===== src/rtl/tl_rom_arbiter.sv =====
// Round-robin TileLink-UL arbiter in front of a single boot-ROM slave port.
// Ports: clk/rst_n, per-master m_a_*/m_d_* (packed, master i at slice i), slave s_a_*/s_d_*.
module tl_rom_arbiter #(
  parameter int N_REQ   = 2,
  parameter int SRC_W   = 4,
  parameter int TIMEOUT = 64
) (
  input  logic                     clk,
  input  logic                     rst_n,
  input  logic [N_REQ-1:0]         m_a_valid,
  output logic [N_REQ-1:0]         m_a_ready,
  input  logic [3*N_REQ-1:0]       m_a_opcode,
  input  logic [2*N_REQ-1:0]       m_a_size,
  input  logic [SRC_W*N_REQ-1:0]   m_a_source,
  input  logic [64*N_REQ-1:0]      m_a_address,
  input  logic [64*N_REQ-1:0]      m_a_data,
  input  logic [8*N_REQ-1:0]       m_a_mask,
  output logic [N_REQ-1:0]         m_d_valid,
  input  logic [N_REQ-1:0]         m_d_ready,
  output logic [2:0]               m_d_opcode,
  output logic [1:0]               m_d_size,
  output logic [SRC_W-1:0]         m_d_source,
  output logic [63:0]              m_d_data,
  output logic                     m_d_denied,
  output logic                     s_a_valid,
  input  logic                     s_a_ready,
  output logic [2:0]               s_a_opcode,
  output logic [1:0]               s_a_size,
  output logic [SRC_W-1:0]         s_a_source,
  output logic [63:0]              s_a_address,
  output logic [63:0]              s_a_data,
  output logic [7:0]               s_a_mask,
  input  logic                     s_d_valid,
  output logic                     s_d_ready,
  input  logic [2:0]               s_d_opcode,
  input  logic [1:0]               s_d_size,
  input  logic [SRC_W-1:0]         s_d_source,
  input  logic [63:0]              s_d_data,
  input  logic                     s_d_denied
);

  localparam int IDX_W = (N_REQ > 1) ? $clog2(N_REQ) : 1;
  localparam int WD_W  = $clog2(TIMEOUT) + 1;

  localparam logic [2:0] OP_GET   = 3'd4;
  localparam logic [2:0] OP_ACK   = 3'd0;
  localparam logic [2:0] OP_ACK_D = 3'd1;

  typedef enum logic [1:0] {
    S_IDLE,
    S_ISSUE,
    S_WAIT,
    S_RESP
  } state_t;

  typedef struct packed {
    logic [2:0]       opcode;
    logic [1:0]       size;
    logic [SRC_W-1:0] source;
    logic [63:0]      address;
    logic [63:0]      data;
    logic [7:0]       mask;
  } a_t;

  typedef struct packed {
    logic [2:0]       opcode;
    logic [1:0]       size;
    logic [SRC_W-1:0] source;
    logic [63:0]      data;
    logic             denied;
  } d_t;

  state_t           state_q, state_d;
  logic [IDX_W-1:0] ptr_q;
  logic [IDX_W-1:0] own_q;
  logic [WD_W-1:0]  wdog_q;
  a_t               a_q;
  d_t               d_q;

  logic             found;
  logic [IDX_W-1:0] win;
  logic [IDX_W:0]   sum;
  logic [IDX_W-1:0] idx;
  a_t               a_win;
  logic             to_hit;

  // Rotating priority scan starting at ptr_q.
  always_comb begin
    found = 1'b0;
    win   = '0;
    sum   = '0;
    idx   = '0;
    for (int k = 0; k < N_REQ; k++) begin
      sum = {1'b0, ptr_q} + (IDX_W+1)'(k);
      if (sum >= (IDX_W+1)'(N_REQ))
        sum = sum - (IDX_W+1)'(N_REQ);
      idx = sum[IDX_W-1:0];
      if (!found && m_a_valid[idx]) begin
        found = 1'b1;
        win   = idx;
      end
    end
  end

  always_comb begin
    a_win.opcode  = m_a_opcode[3*win +: 3];
    a_win.size    = m_a_size[2*win +: 2];
    a_win.source  = m_a_source[SRC_W*win +: SRC_W];
    a_win.address = m_a_address[64*win +: 64];
    a_win.data    = m_a_data[64*win +: 64];
    a_win.mask    = m_a_mask[8*win +: 8];
  end

  assign to_hit = (wdog_q == WD_W'(TIMEOUT-1));

  always_comb begin
    state_d   = state_q;
    m_a_ready = '0;
    m_d_valid = '0;
    s_a_valid = 1'b0;
    s_d_ready = 1'b0;
    unique case (state_q)
      S_IDLE: begin
        s_d_ready = rst_n;
        if (found && rst_n) begin
          m_a_ready[win] = 1'b1;
          state_d        = S_ISSUE;
        end
      end
      S_ISSUE: begin
        s_a_valid = 1'b1;
        if (s_a_ready)
          state_d = S_WAIT;
      end
      S_WAIT: begin
        s_d_ready = 1'b1;
        if (s_d_valid || to_hit)
          state_d = S_RESP;
      end
      S_RESP: begin
        m_d_valid[own_q] = 1'b1;
        if (m_d_ready[own_q])
          state_d = S_IDLE;
      end
      default: state_d = S_IDLE;
    endcase
  end

  always_comb begin
    s_a_opcode  = s_a_valid ? a_q.opcode  : '0;
    s_a_size    = s_a_valid ? a_q.size    : '0;
    s_a_source  = s_a_valid ? a_q.source  : '0;
    s_a_address = s_a_valid ? a_q.address : '0;
    s_a_data    = s_a_valid ? a_q.data    : '0;
    s_a_mask    = s_a_valid ? a_q.mask    : '0;
  end

  logic resp;
  assign resp = (state_q == S_RESP);

  always_comb begin
    m_d_opcode = resp ? d_q.opcode : '0;
    m_d_size   = resp ? d_q.size   : '0;
    m_d_source = resp ? d_q.source : '0;
    m_d_data   = resp ? d_q.data   : '0;
    m_d_denied = resp ? d_q.denied : 1'b0;
  end

  always_ff @(posedge clk) begin
    if (!rst_n) begin
      state_q <= S_IDLE;
      ptr_q   <= '0;
      own_q   <= '0;
      wdog_q  <= '0;
      a_q     <= '0;
      d_q     <= '0;
    end else begin
      state_q <= state_d;
      unique case (state_q)
        S_IDLE: begin
          if (found) begin
            own_q <= win;
            a_q   <= a_win;
          end
        end
        S_ISSUE: begin
          if (s_a_ready)
            wdog_q <= '0;
        end
        S_WAIT: begin
          wdog_q <= wdog_q + WD_W'(1);
          if (s_d_valid) begin
            d_q.opcode <= s_d_opcode;
            d_q.size   <= s_d_size;
            d_q.source <= s_d_source;
            d_q.data   <= s_d_data;
            d_q.denied <= s_d_denied;
          end else if (to_hit) begin
            // Hung slave: fabricate a denied ack shaped like the request.
            d_q.opcode <= (a_q.opcode == OP_GET) ? OP_ACK_D : OP_ACK;
            d_q.size   <= a_q.size;
            d_q.source <= a_q.source;
            d_q.data   <= '0;
            d_q.denied <= 1'b1;
          end
        end
        S_RESP: begin
          if (m_d_ready[own_q]) begin
            if (own_q == IDX_W'(N_REQ-1))
              ptr_q <= '0;
            else
              ptr_q <= own_q + IDX_W'(1);
          end
        end
        default: ;
      endcase
    end
  end

endmodule

===== config.mk =====
export PLATFORM = sky130hd
export DESIGN_NAME = tl_rom_arbiter
export DESIGN_NICKNAME = d
export VERILOG_FILES = /design/src/rtl/tl_rom_arbiter.sv
export SDC_FILE = /design/constraint.sdc
export NUM_CORES = 1
export LEC_CHECK = 0
export ABC_CLOCK_PERIOD_IN_PS = 4930
export CAP_MARGIN = 20
export CORE_AREA = 2 2 233 235
export CTS_BUF_LIST = sky130_fd_sc_hd__clkbuf_16
export DETAILED_ROUTE_END_ITERATION = 16
export DIE_AREA = 0 0 235 237
export DONT_BUFFER_PORTS = 1
export GPL_TIMING_DRIVEN = 0
export MAX_ROUTING_LAYER = met4
export PLACE_DENSITY_LB_ADDON = 0.2
export SLEW_MARGIN = 15
export SYNTH_ARGS = -nofsm -noshare
export SYNTH_HDL_FRONTEND = slang
export SYNTH_SLANG_ARGS = --single-unit
export TNS_END_PERCENT = 1

===== constraint.sdc =====
create_clock -name clk -period 4.93 [get_ports clk]
set_clock_uncertainty 0.15 [all_clocks]
set_input_delay 1.479 -clock clk [delete_from_list [all_inputs] [get_ports clk]]
set_output_delay 1.479 -clock clk [all_outputs]
set_load 0.01 [all_outputs]

# After elaboration in Yosys (flattened, before gate mapping)
# Index checks and enable logic that the tools add are counted.
# totals
ff_bits,230
input_bits,372
out_inout_bits,225
elab_cells,101
# op_classes
add_sub_neg,5
n_mul,1
order_cmp,8
eq_ne,9
shift,6
mux,43
n_reduce_logical,14
# ops
op,n
$shiftx 128x8->64,2
$mux 64,3
$mux 74,2
$mux 1,18
$mux 2,9
$shiftx 16x5->8,1
$pmux 7 s2,1
$lt 1x2->1 const B,4
$mux 4,2
$mux 8,1
$pmux 2 s4,1
$reduce_and 2->1,4
$shiftx 8x4->4,1
$add 7x1->7 const B,1
$eq 7x6->1 const B,1
$mux 7,1
$mux 3,2
$ne 2x2->1 const B,3
$shiftx 6x4->3,1
$eq 2x2->1 const B,2
$logic_and 1x1->1,4
$reduce_and 4->1,1
$reduce_bool 2->1,2
$shiftx 4x3->2,1
15 further kinds,18

# Logic depth before layout (Yosys ltp)
# logic_depth
word_depth,14
mapped_depth,9
depth_no_buf,6

# Least setup slack after synthesis
# OpenSTA, ideal clock, no wires.
# synth_timing
path_type,in2out
from,input port m_a_valid[0]
to,output port m_a_ready[1]
t_arrival_ns,2.072
t_required_ns,3.301
setup_slack_ns,1.229
stages,5
path_buffers,2
path_cell_list,inv_2 > o21ai_4 > buf_6 > buf_6 > nor2_1
# synth_via
elab_chain_len,12
elab_cells_between_ends,18
# synth_rtl
element,line,source
from (decl),10,"input logic [N_REQ-1:0] m_a_valid,"
$mux 1 (implied by the code) (2 in a row),98,if (!found && m_a_valid[idx]) begin
$mux 1,98,
$logic_not 1->1,98,
$logic_and 1x1->1,98,
$mux 1,98,
$lt 1x2->1 (implied by the code) or $ge 1x1->1 (tied branches),126,m_a_ready[win] = 1'b1;
$logic_and 1x1->1 (implied by the code),126,
$mux 1 (implied by the code),126,
$demux 1 s1,126,
$mux 2 (*),125,if (found && rst_n) begin
$mux 2 (*),122,unique case (state_q)
to (decl),11,"output logic [N_REQ-1:0] m_a_ready,"
# Mark *: on every way between the ends. The rest lies on a longest branch, timed or not. The select of a mux whose other input is x is not followed.

# Worst setup path in the final report
# layout_timing
from,register state_q[1]
to,output port s_a_mask[2]
# layout_via
elab_chain_len,3
# layout_rtl
element,line,source
from (decl),73,"state_t state_q, state_d;"
from (signal assigned),178,state_q <= state_d;
$eq 2x1->1,122,
$mux 1,122,
net s_a_valid,25,"output logic s_a_valid,"
$mux 8,155,s_a_mask = s_a_valid ? a_q.mask : '0;
to (decl),32,"output logic [7:0] s_a_mask,"
# The timed path passes the listed nets, and every way through them passes these cells.

==> flow_summary.toml <==
[grt]
grt_pass1_wl_um = 64600
track_usage_pct = 16.0
antenna_found_initial = 6
grt_pass1_vias = 9376
grt_start_max_net_pins = 14
grt_overflow = 0

[die]
dieArea_um2 = 55700
rows = 85
core-area_um2 = 53300
die_x_um = 235
die_h_um = 237
start_util_pct = 20.8
io_pins = 597

[cts]
ctsHoldBuffers = 0
cts_tree = "yes"
cts_buffer_depth = 3
root_buffer = "clkbuf_16"
cts_max_level = 1
clock_sinks = 230
clk_pin_slew_ns = 0.06
cts_buffers = 29
insertion_delay_ns = 0.55

[sta]
slew_headroom_pct = 36.5
period_minus_slack_ns = 4.46
drv_slew = 0
setup_ws_ns = 0.470
max_freq_mhz = 224
tightestPinTransition_ns = 0.953
hold_viol = 0
setup_violations = 0
rsz0062_at_grt = "false"
finalCritPeriodShare_pct = 90.5
tns_ns = 0

[critical_path]
worst-r2r-setup-slack_ns = 2.72
crit_buf_inv = 3
cp.required_ns = 3.30
critPathCaptureType = "primary output"
cp_max_fo = 10
crit_path_start = "state_q[1]"
path_cells = "inv_1, ha_1, clkbuf_1, clkbuf_1, and2_1"
crit_family = "buffers and inverters"
cp-start-kind = "flip-flop"
max_stage_delay_ns = 0.65
crit_type = "reg -> out"
r2r_cells = 9
worstReg2RegStart = "state_q[0]"
cpMostUsedCell = "clkbuf_1"
critPathSlowestCell = "clkbuf_1"
r2r_end = "d_q[58]"
worst_ep_arrival_time_ns = 2.83

[route]
drc = 0
wl_um = 45400
dr.max_layer_used = "met4"
wl_met1_um = 18800
vias = 9079
dr.first_iter.drc_count = 280
vias_per_cell = 4.58
drt_pass1_iterations = 5
routedWlPerCell_um = 22.9
wl_met3_um = 2750
met2WireLength_um = 22600
ant_nets = 0

[flow_run]
max_cap_viol_count = 0

[placement]
place_ws_ns = 0.569
dpl.hpwl_um = 36000
port_buffers = 0
place_congestion = 0.872

[yosys]
synthSimpleGateAreaFrac_pct = 21.3
ys_async_sr_fraction_pct = 0
yosysMostFrequentCell = "dfxtp_1"
synth_compound_area_share_pct = 16.1
synth_xor_area_share_pct = 0.237
syn-num-nets = 1605
synth_edf_count = 0
synthTopCellsByCount = "230 x dfxtp_1, 227 x nor2_1, 221 x and2_1"
synth_fa_ha_area_share_pct = 0.676
ys.flop_type = "dfxtp_1"
ys_seq_elements = 230
yosysSeqAreaShare_pct = 41.5
synth.cell_area_um2 = 11100
ys_warn_count = 0
yosys.area.top_type = "dfxtp_1"
synth_top_family_by_area = "simple AND/OR/NAND/NOR gates"
synth.area.top_cells = "dfxtp_1 41%, mux2i_1 14%, and2_1 12%, a211oi_1 10%, nor2_1 7.7%"
syn_inst = 1227
synth_top_area_share_pct = 41.5
synthMuxAreaShare_pct = 14.0
avgSynthCellArea_um2 = 9.05
yosysUniqueCellTypes = 37

[power_and_ir_drop]
powerDensity_nw_per_um2 = 570
p_leak_nw = 5.34
irDropWorstVdd_v = 0.000275
fin_total_pwr_mw = 7.33

[run_status]
outcome = "finished, final reports clean"

[layout]
drive_gt1_share_pct = 7.03
layout.nets = 1636
seqCellArea_um2 = 4600
multi_input_area_um2 = 5810
finish.utilization_pct = 24.1
area_growth_pct = 15.7
fill_cells = 5858

[worst_hold_path]
hold_end = "d_q[9]"
hold_path.class = "reg -> reg"
whs_path_depth = 2
hp-start = "d_q[9]"
layout by cell type, fill, tap and decap left out, types with 6 or more instances in the layout:
cell type  Yosys  routed
dfxtp_1      230     230
nor2_1       227     227
and2_1       221     221
mux2i_1      154     154
a211oi_1     153     153
a22oi_1       67      67
clkbuf_1      68      67
clkbuf_16      0      29
buf_2         25      25
nand2_1       13      13
clkinv_2       0      11
buf_12        10      10
inv_1          3       8
clkinv_1       0       7
diode_2        0       6
a21oi_1        6       6
ha_1           6       6
flip-flops by register name, summed over array words and instances, names as in the netlist:
register and flops:
a_q 145, wdog_q 7, own_q 1, state_q 2, d_q 74, ptr_q 1
cell type report:
cell class                      count  area share, %
Antenna cell                        6          0.117
Sequential cell                   230           35.8
Buffer                            114           5.23
Inverter                            5          0.146
Tap cell                          696           6.78
Clock buffer                       29           5.65
Clock inverter                     24           1.01
Multi-Input combinational cell    878           45.2
metrics by stage:
stage	cell area [um2]	cells	hold WS [ns]
5_1_grt	12800	1982	0.358
6_report	12800	1982	0.336
2_1_floorplan	11100	1227	0.307
4_1_cts	12800	1976	0.344
3_5_place_dp	12000	1923	0.326
3_3_place_gp	12000	1923	0.321
metal layers:
metal | GRT usage (%) | vias to the layer above
li1 | - | 4338
met5 | - | -
met4 | 4.85 | 0
met2 | 27.7 | 369
met1 | 18.5 | 4306
met3 | 3.29 | 66
worst max-delay path by stage:
stage / end / slack (ns) / depth (start not counted)
2_1_floorplan: m_a_ready[1] / 1.23 / 5
3_3_place_gp: s_a_address[9] / 0.58 / 5
5_1_grt: s_a_mask[2] / 0.15 / 5
4_1_cts: s_a_mask[6] / 0.19 / 5
6_report: s_a_mask[2] / 0.47 / 5
3_5_place_dp: s_a_address[9] / 0.57 / 5
power by group:
part           internal (mW)  switching (mW)  total, mW
clock                   1.11           0.842       1.95
sequential              2.40           0.287       2.69
combinational          0.885            1.80       2.69
repair_timing:
item	CTS	global route
setup endpoints to repair	20	0
resized for setup	1	0
setup buffers	0	0
worst reg2reg max path: stages, from the launching register on:
cell and delay, ns:
dfxtp_1 0.38, inv_1 0.10, ha_1 0.19, buf_2 0.17, nand4b_1 0.15, o21a_1 0.25, buf_2 0.29, buf_2 0.28
a22oi_1 0.10, nor2_1 0.10
logic make-up after synthesis:
logic type | Yosys count
adders and majority gates | 6
DFF | 230
buffers and inverters | 119
AOI/OAI and AO/OA | 240
xor gates and xnor gates | 3
muxes | 155
and+or+nand+nor | 474
Note: power is estimated with default switching activity, not from simulation.
